<file path="config.mk">
export PLATFORM = sky130hd
export DESIGN_NAME = regfile_multiport_sb
export DESIGN_NICKNAME = d
export VERILOG_FILES = /design/src/rtl/regfile_multiport_sb.sv
export SDC_FILE = /design/constraint.sdc
export NUM_CORES = 2
export LEC_CHECK = 0
export ABC_AREA = 1
export CORE_ASPECT_RATIO = 0.75
export CORE_MARGIN = 3
export CORE_UTILIZATION = 40
export CTS_CLUSTER_SIZE = 24
export DETAILED_ROUTE_END_ITERATION = 7
export SETUP_SLACK_MARGIN = 0.02
export SLEW_MARGIN = 20
export SYNTH_ARGS = -nofsm -noshare
export SYNTH_HDL_FRONTEND = slang
export SYNTH_SLANG_ARGS = --single-unit
</file>
<file path="constraint.sdc">
create_clock -name clk -period 4.2 [get_ports clk]
set_clock_uncertainty 0.15 [all_clocks]
set_input_delay 0.42 -clock clk [delete_from_list [all_inputs] [get_ports clk]]
set_output_delay 0.42 -clock clk [all_outputs]
set_load 0.1 [all_outputs]
</file>
<file path="src/rtl/regfile_multiport_sb.sv">
// Three-read / two-write register file with a per-register load busy scoreboard.
// Define REGFILE_BYPASS_EN to forward same-cycle writes (B over A) to the read ports.
module regfile_multiport_sb #(
  parameter int DATA_WIDTH = 32,
  parameter int ADDR_WIDTH = 4,
  parameter int NUM_REGS   = 16,
  parameter int PC_REG     = 15
) (
  input  logic                  clk,
  input  logic                  rst_n,
  input  logic                  we_a,
  input  logic [ADDR_WIDTH-1:0] wa_a,
  input  logic [DATA_WIDTH-1:0] wd_a,
  input  logic                  we_b,
  input  logic [ADDR_WIDTH-1:0] wa_b,
  input  logic [DATA_WIDTH-1:0] wd_b,
  input  logic                  claim_en,
  input  logic [ADDR_WIDTH-1:0] claim_addr,
  input  logic [ADDR_WIDTH-1:0] ra1,
  input  logic [ADDR_WIDTH-1:0] ra2,
  input  logic [ADDR_WIDTH-1:0] ra3,
  input  logic [DATA_WIDTH-1:0] pc_plus8,
  output logic [DATA_WIDTH-1:0] rd1,
  output logic [DATA_WIDTH-1:0] rd2,
  output logic [DATA_WIDTH-1:0] rd3,
  output logic                  busy1,
  output logic                  busy2,
  output logic                  busy3,
  output logic [ADDR_WIDTH:0]   busy_cnt
);

  localparam int CNT_W = ADDR_WIDTH + 1;
  localparam logic [ADDR_WIDTH-1:0] PC_ADDR = ADDR_WIDTH'(PC_REG);

  logic [DATA_WIDTH-1:0] regs_q [NUM_REGS];
  logic [NUM_REGS-1:0]   busy_q, busy_d;
  logic [CNT_W-1:0]      busy_cnt_q, busy_cnt_d;
  logic                  wr_a_ok, wr_b_ok, claim_ok;

  // The PC slot is never written or claimed; it only aliases pc_plus8 on reads.
  assign wr_a_ok  = we_a && (wa_a != PC_ADDR);
  assign wr_b_ok  = we_b && (wa_b != PC_ADDR);
  assign claim_ok = claim_en && (claim_addr != PC_ADDR);

  // Clear before set so a load issued in the same cycle as a retiring one stays busy.
  always_comb begin
    busy_d = busy_q;
    if (wr_b_ok)  busy_d[wa_b]       = 1'b0;
    if (claim_ok) busy_d[claim_addr] = 1'b1;
    busy_cnt_d = '0;
    for (int i = 0; i < NUM_REGS; i++) begin
      busy_cnt_d = busy_cnt_d + CNT_W'(busy_d[i]);
    end
  end

  always_ff @(posedge clk or negedge rst_n) begin
    if (!rst_n) begin
      for (int i = 0; i < NUM_REGS; i++) regs_q[i] <= '0;
      busy_q     <= '0;
      busy_cnt_q <= '0;
    end else begin
      if (wr_a_ok) regs_q[wa_a] <= wd_a;
      // Port B is scheduled last so it wins an address collision.
      if (wr_b_ok) regs_q[wa_b] <= wd_b;
      busy_q     <= busy_d;
      busy_cnt_q <= busy_cnt_d;
    end
  end

  logic [ADDR_WIDTH-1:0] ra      [3];
  logic [DATA_WIDTH-1:0] rd      [3];
  logic                  busy_rd [3];

  assign ra[0] = ra1;
  assign ra[1] = ra2;
  assign ra[2] = ra3;

  always_comb begin
    for (int p = 0; p < 3; p++) begin
      rd[p]      = regs_q[ra[p]];
      busy_rd[p] = busy_q[ra[p]];
`ifdef REGFILE_BYPASS_EN
      if (wr_b_ok && (wa_b == ra[p])) begin
        rd[p]      = wd_b;
        busy_rd[p] = 1'b0;
      end else if (wr_a_ok && (wa_a == ra[p])) begin
        rd[p]      = wd_a;
      end
`endif
      if (ra[p] == PC_ADDR) begin
        rd[p]      = pc_plus8;
        busy_rd[p] = 1'b0;
      end
    end
  end

  assign rd1      = rd[0];
  assign rd2      = rd[1];
  assign rd3      = rd[2];
  assign busy1    = busy_rd[0];
  assign busy2    = busy_rd[1];
  assign busy3    = busy_rd[2];
  assign busy_cnt = busy_cnt_q;

endmodule

</file>
==> impl_metrics.csv <==
group,metric,value,unit
floorplan,fp.dieH,276,µm
place,place_ws,-0.591,ns
global_routing,grt_use_total,0.365,
cells_and_area,mostFrequentLayoutCell,"nand2_1",
worst_setup_path,startpoint_type,"input port",
cells_and_area,postLayoutCellArea,0.0454,mm²
min_path,hold_path_class,"input port to register",
worst_setup_path,worstSetupEndpointType,"register",
place,post-place-cells,7558,
floorplan,core_area,0.0959,mm²
pwr,total_power,21300,µW
global_routing,grt_pass1_vias,43700,
cells_and_area,final_cell_mix,"nand2_1, nand3_1, o21ai_0, inv_1, dfrtp_1",
route,wl_met1,77.8,mm
place,globalplace.congestion,0.932,
global_routing,grt_max_degree,133,
place,hpwl,114,mm
route,wl_met3,28.4,mm
pwr,seqPwrFrac,0.314,
job,cap_violations,0,
cells_and_area,area_growth,16.7,%
route,top_layer_used,"met4",
pwr,p_int,12200,µW
floorplan,row_count,98,
cts,htree_levels,2,
route,wl_per_cell,25.3,µm
timing,period_minus_slack,4.04,ns
cts,clock_path_buffers,3,
outcome,status,"complete, but fails checks",
timing,maxSlewViolCount,0,
cts,cts_buffers,58,
place,placed_area,0.0434,mm²
synth,syn-num-nets,6587,
timing,slew_headroom,0.149,
cts,clkLatencyLatePin,0.66,ns
route,drt_iter0_drc,7592,
global_routing,overflow,0,
cells_and_area,instances_no_fill,7670,
pwr,p_leak,0.0215,µW
timing,fin_hold_ws,0.0835,ns
worst_setup_path,worst-endpoint-arrival,4.45,ns
pwr,power_switching,9190,µW
floorplan,die-area,0.101,mm²
timing,setup_viol,0,
pwr,ir_drop,0.000644,V
timing,period_share,0.962,
route,dr_wl_met2,78.1,mm
cts,clk_pin_slew,0.07,ns
pwr,comb_power_share,0.435,
synth,syn_area_per_cell,6.04,µm²
cells_and_area,nets,6461,
timing,max_freq,0.247,GHz
pwr,clock_power_share,0.251,
cts,ctsRootBufferMaster,"clkbuf_16",
synth,yosysUniqueCellTypes,25,
route,num_vias,47600,
cells_and_area,drive_gt1_frac,0.0730,
timing,setup_slack,0.159,ns
cts,cts_tree,"yes",
route,drt-vias-per-instance,6.21,
synth,netlist_area,0.0389,mm²
floorplan,initial_core_util,0.406,
cells_and_area,n_fill_cell,10100,
synth,syn-instance-count,6447,
route,ant_nets,0,
route,wl,194,mm
timing,tightest_slew,1.27,ns
route,drc,1,
global_routing,antenna_found_initial,2,
synth,ys_warn_count,0,
place,port_buffers,228,
timing,rsz0062_at_grt,"no",
worst_setup_path,worstPathMaxFanout,3,
worst_setup_path,critical_path_class,"input port to register",
global_routing,grt_pass1_wl,286,mm
cts,cts_num_sinks,501,
floorplan,die_w,366,µm
pwr,power_density,470,mW/mm²
outcome,violations,"design-rule violations",
pwr,p_sw_frac,0.431,
timing,hold_viol,0,
synth,ys_seq_area_frac,0.322,
synth,yosys_register_bits,501,
worst_setup_path,cp_data_required_time,4.61,ns
route,first_pass_iters,8,
floorplan,pin_count,229,
[worst paths after layout]
check                              start           to  slack (ns)  depth (start not counted)
min reg2reg                   busy_q[15]   busy_q[15]        0.23                          0
max reg2reg                    busy_q[0]  busy_cnt[1]        0.29                         12
max                                 we_b  busy_cnt[1]        0.16                         17
min                        claim_addr[1]    busy_q[1]        0.08                          4
min in group asynchronous          rst_n  regs_q[423]        0.27                          2
max in group asynchronous          rst_n  regs_q[378]        2.57                          3
[per-stage QoR]
stage / util / setup TNS (ns)
after global placement: 0.452 / -1.94
after floorplan: - / 0
after detailed placement: 0.452 / -2.04
final: 0.474 / 0
after global routing: 0.474 / 0
after CTS: 0.472 / 0
[final cells by class]
type,instances,area (µm²),area share
flip-flops and latches,501,12500,0.276
clock inverters,25,213,0.00468
well taps,1300,1630,0.0358
clock buffers,82,1700,0.0375
inverters,668,2540,0.0560
diodes,2,5.00,0.000110
repair buffers,402,4930,0.109
multi-input cells,4690,21900,0.481
[power by group through the flow]
| stage | clock (µW) | sequential (µW) | combinational [µW] |
|---|---|---|---|
| finish | 5360 | 6700 | 9290 |
| global route | 5560 | 6820 | 10200 |
| CTS | 5390 | 6660 | 9100 |
| detailed placement | 0 | 6730 | 9060 |
| global placement | 0 | 6730 | 8920 |
| floorplan | 0 | 6720 | 6190 |
[flip-flops by register name, summed over array words and instances, names as in the netlist]
name and cells:
regs_q 480, busy_q 16, busy_cnt 5
[logic make-up (layout without fill, tap and decap cells)]
kind of cell / after synthesis / after routing / share of synthesized area
flip-flops: 501 / 501 / 0.322
XOR/XNOR: 2 / 2 / 0.000450
AND/OR/NAND/NOR: 3341 / 3341 / 0.367
adder cells (fa/ha/maj): 15 / 15 / 0.00675
AO/OA/AOI/OAI: 1332 / 1332 / 0.180
buffers and inverters: 1256 / 1177 / 0.124
other: 0 / 2 / 0
[cells in the mapped netlist]
| cell | instances | area, µm² |
|---|---|---|
| a21oi_1 | 293 | 1470 |
| buf_1 | 79 | 297 |
| buf_2 | 79 | 395 |
| clkbuf_1 | 430 | 1610 |
| clkinv_1 | 7 | 26.3 |
| dfrtp_1 | 501 | 12500 |
| fa_1 | 10 | 200 |
| ha_1 | 5 | 62.6 |
| inv_1 | 649 | 2440 |
| inv_2 | 12 | 45.0 |
| nand2_1 | 1822 | 6840 |
| nand2_2 | 3 | 18.8 |
| nand3_1 | 1125 | 5630 |
| nand3b_1 | 1 | 7.51 |
| nor2_1 | 127 | 477 |
| nor2_2 | 1 | 6.26 |
| nor3_1 | 260 | 1300 |
| nor3_4 | 1 | 16.3 |
| nor4_1 | 1 | 6.26 |
| o21ai_0 | 716 | 3580 |
| o21ai_1 | 55 | 275 |
| o22ai_1 | 267 | 1670 |
| o32ai_1 | 1 | 8.76 |
| xnor2_1 | 1 | 8.76 |
| xor2_1 | 1 | 8.76 |
[repair_timing]
action | CTS | global route
hold buffers | 1 | 0
setup endpoints to repair | 0 | 3
hold endpoints to repair | 78 | 0
resized for setup | 0 | 32
buffers inserted | 0 | 2
[critical path: stages]
cell	delay, ns
clkdlybuf4s50_1	0.44
inv_2	0.13
nor2_4	0.06
buf_4	0.14
nand2_4	0.10
nor2_4	0.05
o22ai_2	0.12
inv_2	0.06
fa_1	0.57
fa_1	0.47
fa_1	0.50
inv_1	0.05
fa_1	0.51
ha_2	0.18
inv_1	0.06
fa_2	0.55
inv_1	0.04
[layer usage]
metal | vias up | global-route usage
met5 | - | 0
met1 | 22100 | 0.518
met2 | 3835 | 0.518
met3 | 635 | 0.0975
li1 | 21000 | -
met4 | 0 | 0.161
(Power assumes the default switching activity.)
